File: config.mk
export PLATFORM = sky130hd
export DESIGN_NAME = multi_mode_timer
export DESIGN_NICKNAME = d
export VERILOG_FILES = /design/src/rtl/multi_mode_timer.sv
export SDC_FILE = /design/constraint.sdc
export NUM_CORES = 1
export LEC_CHECK = 0
export BUFFER_PORTS_ARGS = -buffer_cell sky130_fd_sc_hd__buf_4
export CELL_PAD_IN_SITES_DETAIL_PLACEMENT = 2
export CELL_PAD_IN_SITES_GLOBAL_PLACEMENT = 2
export CORE_MARGIN = 3
export CORE_UTILIZATION = 29
export CTS_CLUSTER_DIAMETER = 150
export CTS_CLUSTER_SIZE = 40
export DETAILED_ROUTE_END_ITERATION = 16
export HOLD_SLACK_MARGIN = 0.1
export PLACE_DENSITY = 0.9
export SLEW_MARGIN = 20
export SYNTH_ARGS = -nofsm -noshare
export SYNTH_HDL_FRONTEND = slang
export SYNTH_SLANG_ARGS = --single-unit
File: constraint.sdc
create_clock -name i_clk -period 2.9 [get_ports i_clk]
set_clock_uncertainty 0.05 [all_clocks]
set_input_delay 0.145 -clock i_clk [delete_from_list [all_inputs] [get_ports i_clk]]
set_output_delay 0.145 -clock i_clk [all_outputs]
set_load 0.02 [all_outputs]
File: src/rtl/multi_mode_timer.sv
// multi_mode_timer: prescaled down-counter, one-shot or auto-reload, sticky expiry flag.
// Latency: cnt moves on the tick edge; done/flag/pwm_out are registered (valid the cycle after).
// Backpressure: none; i_en pauses, i_stop holds, i_start reloads. Optional PWM via `TIMER_PWM_EN.
module multi_mode_timer #(
  parameter int CNT_W = 16,
  parameter int PSC_W = 5
) (
  input  logic             i_clk,
  input  logic             i_reset,     // asynchronous, active low
  input  logic             i_en,
  input  logic             i_start,
  input  logic             i_stop,
  input  logic             i_one_shot,
  input  logic [PSC_W-1:0] i_psc,
  input  logic [CNT_W-1:0] i_reload,
  input  logic [CNT_W-1:0] i_cmp,
  input  logic             i_clr_flag,
  output logic [CNT_W-1:0] o_cnt,
  output logic             o_running,
  output logic             o_done,
  output logic             o_flag,
  output logic             o_pwm_out
);

  localparam logic [CNT_W-1:0] CNT_ONE = {{(CNT_W-1){1'b0}}, 1'b1};
  localparam logic [PSC_W-1:0] PSC_ONE = {{(PSC_W-1){1'b0}}, 1'b1};

  typedef enum logic {
    S_IDLE = 1'b0,
    S_RUN  = 1'b1
  } state_t;

  state_t           r_state;
  state_t           w_state_nxt;
  logic [CNT_W-1:0] r_cnt;
  logic [PSC_W-1:0] r_psc_cnt;
  logic [PSC_W-1:0] r_psc_prev;
  logic             r_done;
  logic             r_flag;

  logic             w_running;
  logic             w_psc_chg;
  logic             w_advance;
  logic             w_tick;
  logic             w_cnt_zero;
  logic             w_expire;

  assign w_running  = (r_state == S_RUN);
  // A prescale value that differs from last cycle restarts the prescaler
  // and suppresses the tick for this cycle.
  assign w_psc_chg  = (i_psc != r_psc_prev);
  // start and stop outrank any tick in the same cycle.
  assign w_advance  = w_running & i_en & ~i_start & ~i_stop & ~w_psc_chg;
  assign w_tick     = w_advance & (r_psc_cnt == i_psc);
  assign w_cnt_zero = (r_cnt == '0);
  assign w_expire   = w_tick & w_cnt_zero;

  // State register.
  always_ff @(posedge i_clk or negedge i_reset) begin
    if (!i_reset) begin
      r_state <= S_IDLE;
    end else begin
      r_state <= w_state_nxt;
    end
  end

  // Next-state: start > stop > one-shot expiry.
  always_comb begin
    w_state_nxt = r_state;
    case (r_state)
      S_IDLE: begin
        if (i_start) begin
          w_state_nxt = S_RUN;
        end
      end
      S_RUN: begin
        if (i_start) begin
          w_state_nxt = S_RUN;
        end else if (i_stop) begin
          w_state_nxt = S_IDLE;
        end else if (w_expire && i_one_shot) begin
          w_state_nxt = S_IDLE;
        end
      end
      default: w_state_nxt = S_IDLE;
    endcase
  end

  // Remember last cycle's prescale value for change detection.
  always_ff @(posedge i_clk or negedge i_reset) begin
    if (!i_reset) begin
      r_psc_prev <= '0;
    end else begin
      r_psc_prev <= i_psc;
    end
  end

  // Prescaler: counts enabled RUN cycles, wraps on tick; held while paused or stopped.
  always_ff @(posedge i_clk or negedge i_reset) begin
    if (!i_reset) begin
      r_psc_cnt <= '0;
    end else if (i_start || w_psc_chg) begin
      r_psc_cnt <= '0;
    end else if (w_advance) begin
      r_psc_cnt <= w_tick ? '0 : (r_psc_cnt + PSC_ONE);
    end
  end

  // Main counter: reload on start, decrement on tick, reload or park at 0 on expiry.
  always_ff @(posedge i_clk or negedge i_reset) begin
    if (!i_reset) begin
      r_cnt <= '0;
    end else if (i_start) begin
      r_cnt <= i_reload;
    end else if (w_tick) begin
      if (!w_cnt_zero) begin
        r_cnt <= r_cnt - CNT_ONE;
      end else if (!i_one_shot) begin
        r_cnt <= i_reload;
      end
    end
  end

  // Expiry pulse and sticky flag; a set in the same cycle as a clear wins.
  always_ff @(posedge i_clk or negedge i_reset) begin
    if (!i_reset) begin
      r_done <= 1'b0;
      r_flag <= 1'b0;
    end else begin
      r_done <= w_expire;
      if (w_expire) begin
        r_flag <= 1'b1;
      end else if (i_clr_flag) begin
        r_flag <= 1'b0;
      end
    end
  end

`ifdef TIMER_PWM_EN
  logic r_pwm;

  // PWM: high while running and the count sits below the compare value.
  always_ff @(posedge i_clk or negedge i_reset) begin
    if (!i_reset) begin
      r_pwm <= 1'b0;
    end else begin
      r_pwm <= w_running & (r_cnt < i_cmp);
    end
  end

  assign o_pwm_out = r_pwm;
`else
  // Compare input is not used without the PWM option.
  logic w_unused_cmp;
  assign w_unused_cmp = ^i_cmp;
  assign o_pwm_out    = 1'b0;
`endif

  assign o_cnt     = r_cnt;
  assign o_running = w_running;
  assign o_done    = r_done;
  assign o_flag    = r_flag;

endmodule

==> impl_metrics.yaml <==
timing:
  period_needed_ps: 2650
  fin_ws_ps: 254
  tightest_slew_ps: 698
  max_slew_margin_pct: 53.5
  finalSetupViolCount: 0
  rsz0062_at_grt: "false"
  finalCritPeriodShare_pct: 91.2
  slew_viol_final: 0
  clock.fmax_ghz: 0.378
  hold_viol_final: 0
  finalSetupTns_ps: 0
global_routing:
  grt_usage_pct: 20.2
  grt_pass1_vias: 2175
  grt_pass1_wl_mm: 11.6
  grt_max_degree: 30
  antenna_found_initial: 0
  overflow: 0
synthesis:
  ys_types: 55
  ys_ff_latch: 29
  syn_inst: 196
  syn_area_um2: 1870
  synth_most_common_cell: "dfrtp_1"
  synth-seq-area-share_pct: 38.8
  synth_top_area_share_pct: 38.8
  ys_warn_count: 0
  synth_ff_type: "dfrtp_1"
  async_reset_ff_share_pct: 100
  synth_area_leader_cell: "dfrtp_1"
  synthesis.nets: 243
  synth_edf_count: 0
  synth.avg_cell_area_um2: 9.54
  synth_area_leaders: "dfrtp_1, nand2_1, xor2_1"
  netlist_top_cells_count: "dfrtp_1, nand2_1, nor2_1"
clock_tree:
  clock_path_buffers: 2
  clock_sinks: 29
  htree_levels: 2
  postCtsSetupRepairBufs: 0
  cts.clk_slew.worst_paths_ps: 70
  insertion_delay_ps: 290
  cts_buffers: 5
  root_buffer: "clkbuf_8"
  cts_tree: "yes"
place:
  port_buffers: 46
  place_ws_ps: 464
  gp_congestion: 0.814
  dp_hpwl_mm: 4.79
power_and_ir_drop:
  irDropWorstVdd_mv: 0.215
  p_comb_share_pct: 23.0
  pwr_density_cell_nw_per_um2: 448
  switching_share_pct: 32.7
  p_switching_mw: 0.376
  p_int_mw: 0.775
  clkPwrFrac_pct: 34.1
  pwr-share-seq_pct: 43.0
  p_leak_nw: 1.12
  p_total_mw: 1.15
die:
  rows: 28
  initial_utilization_pct: 30.7
  die_w_um: 86.3
  core_um2: 6100
  die_h_um: 86.3
  die_area_um2: 7450
  io_pins: 64
routing:
  drc_errors: 0
  drt-total-wl_mm: 7.06
  final_antenna_net_count: 0
  dr.pass1.iters: 4
  wire_per_inst_um: 20.8
  drt_iter0_markers: 111
  vias_per_cell: 5.57
  dr_total_vias: 1895
worst_setup_path:
  worst_path_most_repeated_cell: "buf_4"
  required_ps: 3030
  crit_type: "input pin to flop"
  reg2reg_slack_ps: 370
  cpPeakStageDelay_ps: 620
  cp.arrival_ps: 2780
  end_kind: "flop"
  crit_slowest_cell: "and2_1"
  path_cells: "dlygate4sd3_1, buf_4, xor2_1, nor3_1, and4_1, and2_1, buf_4, nand2_1, o221a_1"
  worst_setup_path_start_kind: "input pin"
  path_max_fanout: 16
job:
  drv_cap: 0
status:
  run_status: "finished clean"
cells_and_area:
  drive_above_1_share_pct: 26.4
  final.fill_count: 677
  diodes: 0
  final_nets: 311
  area_growth_pct: 37.4
worst_hold_path:
  min_path_type: "input pin to flop"
## through the flow
stage          utilization, %  cell area, µm²  hold slack [ps]  std cells
2_1_floorplan               -            1870             -201        196
3_3_place_gp             37.4            2280             52.3        313
3_5_place_dp             37.4            2280             62.0        313
4_1_cts                  42.2            2570              127        340
5_1_grt                  42.2            2570              137        340
6_report                 42.2            2570              126        340
## per-layer routing
layer,global-route usage (%),share of wire (%)
met1,25.9,45
met2,34.6,51
met3,3.42,3.0
met4,6.80,1.1
met5,0,0
## power by group through the flow
stage	sequential (mW)	combinational [mW]	clock (mW)
2_1_floorplan	0.513	0.106	0
3_3_place_gp	0.495	0.231	0
3_5_place_dp	0.499	0.241	0
4_1_cts	0.493	0.264	0.394
5_1_grt	0.501	0.288	0.417
6_report	0.495	0.264	0.392
## critical path, delay by kind of cell
kind | cells | cell delay [ps]
simple gates | 4 | 1350
buf+inv | 3 | 920
compound gates | 1 | 220
xor+xnor | 1 | 140
## worst paths after layout
path | from | endpoint | cells after the start
setup reg to reg | o_cnt[0]$_DFFE_PN0P_ | o_cnt[12]$_DFFE_PN0P_ | 8
hold / removal | i_stop | o_running$_DFF_PN0_ | 3
setup / recovery | i_psc[0] | o_cnt[6]$_DFFE_PN0P_ | 9
min in group asynchronous | i_reset | o_cnt[0]$_DFFE_PN0P_ | 2
max in group asynchronous | i_reset | o_flag$_DFFE_PN0P_ | 2
hold reg to reg | o_flag$_DFFE_PN0P_ | o_flag$_DFFE_PN0P_ | 2
## layout make-up
| cell class | count | area, µm² | share of cell area [%] |
|---|---|---|---|
| clock buffers | 7 | 96.3 | 3.75 |
| clock inverters | 1 | 5.00 | 0.195 |
| inverters | 8 | 30.0 | 1.17 |
| multi-input cells | 151 | 1050 | 41.0 |
| flip-flops and latches | 29 | 726 | 28.2 |
| well taps | 75 | 93.8 | 3.65 |
| repair buffers | 69 | 566 | 22.0 |
## logic make-up (layout without fill, tap and decap cells)
kind of cell,count (synthesis),after routing,share of synthesized area (%)
and+or+nand+nor,82,82,27.0
AOI/OAI and AO/OA,54,54,21.9
DFF,29,29,38.8
buffers and inverters,16,85,4.88
xor gates and xnor gates,11,11,5.15
adders and majority gates,3,3,2.01
other,1,1,0.200
## flip-flops by register name, summed over array words and instances, names as in the netlist
register,count
o_done,1
o_running,1
o_flag,1
o_cnt,16
r_psc_cnt,5
r_psc_prev,5
## cell usage in the layout (no fill, tap or decap), types with 5 or more instances in the layout
master,count
buf_4,50
dfrtp_1,29
dlygate4sd3_1,19
nand2_1,18
nor2_1,13
nand3_1,11
nand2b_1,9
a21oi_1,9
inv_1,8
xor2_1,7
clkbuf_8,7
nor3_1,5
## repair_timing
| action | in CTS | in global routing |
|---|---|---|
| hold buffers | 19 | 0 |
| resized for setup | 0 | 0 |
| endpoints found under the hold margin | 47 | 0 |
| endpoints found under the setup margin | 0 | 0 |
Note: power is estimated with default switching activity, not from simulation.
